### src/rtl/sfifo_rv_drain_if.sv
// ============================================================================
// Module   : sfifo_rv_drain_if
// Brief    : FIFO read port, flush and valid/ready stream bundle for the drain.
// Revision : 1.0
// ============================================================================
`default_nettype none

interface sfifo_rv_drain_if #(
    parameter int WIDTH  = 8,
    parameter int RD_LAT = 1
);
    localparam int LW = $clog2(RD_LAT + 3);

    logic             fifo_rempty;
    logic             fifo_rinc;
    logic [WIDTH-1:0] fifo_rdata;
    logic             flush;
    logic             m_valid;
    logic             m_ready;
    logic [WIDTH-1:0] m_data;
    logic [LW-1:0]    level;

    // master: the drain stage itself
    modport master (
        input  fifo_rempty, fifo_rdata, flush, m_ready,
        output fifo_rinc, m_valid, m_data, level
    );

    // slave: FIFO plus downstream consumer
    modport slave (
        output fifo_rempty, fifo_rdata, flush, m_ready,
        input  fifo_rinc, m_valid, m_data, level
    );
endinterface

`default_nettype wire

### src/rtl/sfifo_rv_drain.sv
// ============================================================================
// Module   : sfifo_rv_drain
// Brief    : Skid-buffered drain of a synchronous FIFO into a valid/ready stream.
// Revision : 1.0
// ============================================================================
`default_nettype none

module sfifo_rv_drain #(
    parameter int WIDTH  = 8,
    parameter int RD_LAT = 1
) (
    input  logic               clk,
    input  logic               rst_n,
    sfifo_rv_drain_if.master   bus
);
    localparam int BUF = RD_LAT + 2;
    localparam int CW  = $clog2(BUF + 1);
    localparam int PW  = $clog2(BUF);
    localparam logic [CW:0]   c_BUF  = (CW+1)'(BUF);
    localparam logic [PW-1:0] c_LAST = PW'(BUF - 1);

    logic [CW-1:0]    r_cnt;
    logic [PW-1:0]    r_wp;
    logic [PW-1:0]    r_rp;
    logic [WIDTH-1:0] r_mem [BUF];

    logic             w_issue;
    logic             w_push;
    logic             w_pop;
    logic             w_inflight;
    logic [CW:0]      w_occ;

    // Reads are only issued when a slot is guaranteed for their return.
    assign w_occ   = {1'b0, r_cnt} + {{CW{1'b0}}, w_inflight};
    assign w_issue = rst_n & ~bus.flush & ~bus.fifo_rempty & (w_occ < c_BUF);
    assign w_pop   = (r_cnt != '0) & bus.m_ready;

    generate
        if (RD_LAT == 0) begin : g_lat0
            assign w_inflight = 1'b0;
            assign w_push     = w_issue;
        end else begin : g_lat1
            logic r_pipe;

            always_ff @(posedge clk or negedge rst_n) begin
                if (!rst_n) begin
                    r_pipe <= 1'b0;
                end else begin
                    r_pipe <= w_issue;
                end
            end

            // a return landing in the flush cycle is dropped
            assign w_inflight = r_pipe;
            assign w_push     = r_pipe & ~bus.flush;
        end
    endgenerate

    always_ff @(posedge clk or negedge rst_n) begin
        if (!rst_n) begin
            r_cnt <= '0;
            r_wp  <= '0;
            r_rp  <= '0;
        end else if (bus.flush) begin
            r_cnt <= '0;
            r_wp  <= '0;
            r_rp  <= '0;
        end else begin
            if (w_push) begin
                r_wp <= (r_wp == c_LAST) ? '0 : r_wp + 1'b1;
            end
            if (w_pop) begin
                r_rp <= (r_rp == c_LAST) ? '0 : r_rp + 1'b1;
            end
            if (w_push && !w_pop) begin
                r_cnt <= r_cnt + 1'b1;
            end else if (!w_push && w_pop) begin
                r_cnt <= r_cnt - 1'b1;
            end
        end
    end

    always_ff @(posedge clk) begin
        if (w_push) begin
            r_mem[r_wp] <= bus.fifo_rdata;
        end
    end

    assign bus.fifo_rinc = w_issue;
    assign bus.m_valid   = (r_cnt != '0);
    assign bus.m_data    = r_mem[r_rp];
    assign bus.level     = r_cnt;

endmodule

`default_nettype wire

### src/flat_wrapper.sv
// flat-port wrapper written by rule: the top's interface ports become plain ports
module sfifo_rv_drain_flat 
#(
    parameter int WIDTH  = 8,
    parameter int RD_LAT = 1
)
  (clk, rst_n, bus_fifo_rempty, bus_fifo_rdata, bus_flush, bus_m_ready, bus_fifo_rinc, bus_m_valid, bus_m_data, bus_level);
  sfifo_rv_drain_if #(.WIDTH(WIDTH), .RD_LAT(RD_LAT)) bus_i ();
  input  logic clk;
  input  logic rst_n;
  input wire logic [$bits(bus_i.fifo_rempty)-1:0] bus_fifo_rempty;
  input wire logic [$bits(bus_i.fifo_rdata)-1:0] bus_fifo_rdata;
  input wire logic [$bits(bus_i.flush)-1:0] bus_flush;
  input wire logic [$bits(bus_i.m_ready)-1:0] bus_m_ready;
  output wire logic [$bits(bus_i.fifo_rinc)-1:0] bus_fifo_rinc;
  output wire logic [$bits(bus_i.m_valid)-1:0] bus_m_valid;
  output wire logic [$bits(bus_i.m_data)-1:0] bus_m_data;
  output wire logic [$bits(bus_i.level)-1:0] bus_level;
  assign bus_i.fifo_rempty = bus_fifo_rempty;
  assign bus_i.fifo_rdata = bus_fifo_rdata;
  assign bus_i.flush = bus_flush;
  assign bus_i.m_ready = bus_m_ready;
  assign bus_fifo_rinc = bus_i.fifo_rinc;
  assign bus_m_valid = bus_i.m_valid;
  assign bus_m_data = bus_i.m_data;
  assign bus_level = bus_i.level;
  sfifo_rv_drain #(.WIDTH(WIDTH), .RD_LAT(RD_LAT)) u_core (.clk(clk), .rst_n(rst_n), .bus(bus_i));
endmodule
### config.mk
export PLATFORM = sky130hd
export DESIGN_NAME = sfifo_rv_drain_flat
export DESIGN_NICKNAME = d
export VERILOG_FILES = /design/src/rtl/sfifo_rv_drain_if.sv /design/src/rtl/sfifo_rv_drain.sv /design/src/flat_wrapper.sv
export SDC_FILE = /design/constraint.sdc
export NUM_CORES = 1
export LEC_CHECK = 0
export BUFFER_PORTS_ARGS = -buffer_cell sky130_fd_sc_hd__buf_2
export CAP_MARGIN = 20
export CORE_MARGIN = 2
export CORE_UTILIZATION = 35
export DETAILED_ROUTE_END_ITERATION = 10
export SETUP_SLACK_MARGIN = 0.3
export SLEW_MARGIN = 20
export SYNTH_ARGS = -nofsm -noshare
export SYNTH_HDL_FRONTEND = slang
export SYNTH_SLANG_ARGS = --single-unit
### constraint.sdc
create_clock -name clk -period 5.3 [get_ports clk]
set_clock_uncertainty 0.15 [all_clocks]
set_input_delay 0.265 -clock clk [delete_from_list [all_inputs] [get_ports clk]]
set_output_delay 0.265 -clock clk [all_outputs]
set_load 0.01 [all_outputs]
==> run metrics <==
I/O pin cnt=25; GRT Residual Overflow=0; reported max-cap violation count=0; Final setup viols=0; fill count=335; DRC=0; buffers plus inverters on the worst setup path=1; Critical Path Start Type=flop; dominant cell type by area after synthesis=edfxtp_1; flops & latches, synth=31; slew margin rel.=58.8%; first-pass GRT wire length=around 3.7 mm; footprint of the multi-input gates=between 300 and 400 um2; Layout area overhead=27.6%; hold_buf cts=9; area post-placement=1450 um2; Storage cell area=896 um2; hpwl dp=about 1.4 mm; Routed WL per cell=12.6 um; Vias=825; via count of the first global-routing pass=800; fin crit share=~45%; commonest cells after routing, fill and taps aside=buf_2 (24), edfxtp_1 (24), mux2i_1 (10); cells along the critical path=ha_1 -> ha_1 -> or4b_1 -> a21oi_1 -> buf_2; CTS buffer count=5; RSZ-0062 raised after global routing=false; die height=64.2 um; Fmax=0.421 GHz; Routed Antenna Nets=0; Total GRT Usage=12.4%; die width=64.2 um; Worst Path Required=4.89 ns; H-tree depth=2; clock sink count=31; CTS tree=done; max-slew violation count=0; Clk pin slew, worst setup/hold paths=approximately 0.10 ns; Post-Layout Cell Count=176; Seq/Total Area, Yosys=70.7%; CTS Buffer Depth=2; Synth Cell Area=~1300 um2; fin crit period=2.38 ns; VDD IR max=0.131 mV; Initial Util=a little under two fifths; synth top area cells=edfxtp_1 (57%), dfrtp_1 (14%), mux2i_1 (7.9%); n_diodes=0; crit-path max FO=8; Clock Latency Late Sink=0.33 ns; routed wire length=2.22 mm; kind of critical path=reg2out; Crit path largest cell delay=0.47 ns; Die Area=4120 um2; critical path's top delay family=flip-flops; largest net degree at the start of global routing=20; Layout Nets=144; post-cts repair resize count=0; drt initial violations=23; placed cells=159; DR vias/cell=4.69; total nets after synthesis=105; share of post-route cells with drive strength above 1=26.9%; # rows=21; Root Driver=clkbuf_4; gpl congestion=0.703; synthesized area per cell=14.1 um2; outcome=finished, final reports clean; post-route cell area=1620 um2; Cell Pwr Density=292 nW/um2; Synth warnings=0; port bufs=24; Critical Path End Type=output port; Synth top area share=between 50% and 60%; core area=3420 um2; Synth cell types=23; P_leak=0.623 nW; CP arrival=1.96 ns; TritonRoute pass-1 iters=4; initial antenna violation count=0; most used cell, CP=ha_1; Worst Hold Class=in2reg; Worst-Margin Slew=just over 0.6 ns; total power=0.472 mW; CP max stage cell=dfrtp_1; Synth Instances=90; # Post-CTS Setup Buffers=0; Setup TNS Final=0 ns; Hold Vio Cnt, Final=0
-- cell families (layout without fill, tap and decap cells) --
group                    after synthesis  after routing  share of synthesized area [%]
AO/OA/AOI/OAI                         15             15                           6.12
adder cells (fa/ha/maj)                2              2                           1.97
buffers and inverters                  3             43                           1.09
flip-flops                            31             31                           70.7
multiplexers                          10             10                           7.90
AND/OR/NAND/NOR                       29             29                           12.2
-- per-layer routing --
layer	vias to the layer above	GRT usage, %	wire [um]
met5	-	0	0
met4	0	5.59	19
met3	2	5.81	100
met2	18	19.8	1100
met1	395	14.1	1000
li1	410	-	-
-- sequential cells by signal, summed over array words and instances, names as in the netlist --
register	flops
u_core.r_wp	2
u_core.r_mem	24
u_core.bus.level	2
u_core.r_rp	2
u_core.g_lat1.r_pipe	1
-- report_power, final --
group          switching, mW  total [mW]  internal, mW
sequential           0.00333       0.268         0.265
combinational         0.0119      0.0261        0.0142
clock                 0.0807       0.178        0.0970
total                 0.0959       0.472         0.376
-- Yosys cell counts (all sizes together) --
| master | number |
|---|---|
| dfrtp | 7 |
| nor3 | 1 |
| o31ai | 1 |
| nor3b | 2 |
| edfxtp | 24 |
| or3 | 1 |
| mux2i | 10 |
| nor2 | 5 |
| nand2 | 9 |
| o21ai | 10 |
| buf | 2 |
| or2 | 1 |
| clkbuf | 1 |
| and3 | 1 |
| nand2b | 3 |
| nor4 | 1 |
| nand3b | 1 |
| and3b | 1 |
| ha | 2 |
| a21oi | 4 |
| nor2b | 2 |
| or4b | 1 |
-- final timing paths --
check	startpoint	end	slack (ns)	cells past startpoint
setup / recovery	u_core.g_lat1.r_pipe	bus_fifo_rinc	2.92	5
hold / removal	bus_flush	u_core.r_wp[1]	0.03	2
setup reg to reg	u_core.g_lat1.r_pipe	u_core.r_mem[2][5]	3.57	2
hold reg to reg	u_core.r_wp[1]	u_core.r_wp[1]	0.47	2
max in group asynchronous	rst_n	u_core.r_rp[0]	4.68	2
min in group asynchronous	rst_n	u_core.g_lat1.r_pipe	0.14	2
-- stage by stage --
step	setup slack [ns]	hold slack (ns)	util, %
final	2.92	0.0266	47.4
after detailed placement	3.14	-0.0343	42.3
after global placement	3.20	-0.0422	42.3
after CTS	2.90	0.0216	47.2
after floorplan	3.38	-0.181	-
after global routing	2.78	0.0217	47.4
-- cell type report --
cell class / instances / share of cell area, %
clock buffer: 5 / 2.32
clock inverter: 3 / 2.40
multi-input combinational: 56 / 22.4
sequential: 31 / 55.4
tap: 46 / 3.56
timing repair buffer: 35 / 13.9
(Power assumes the default switching activity.)
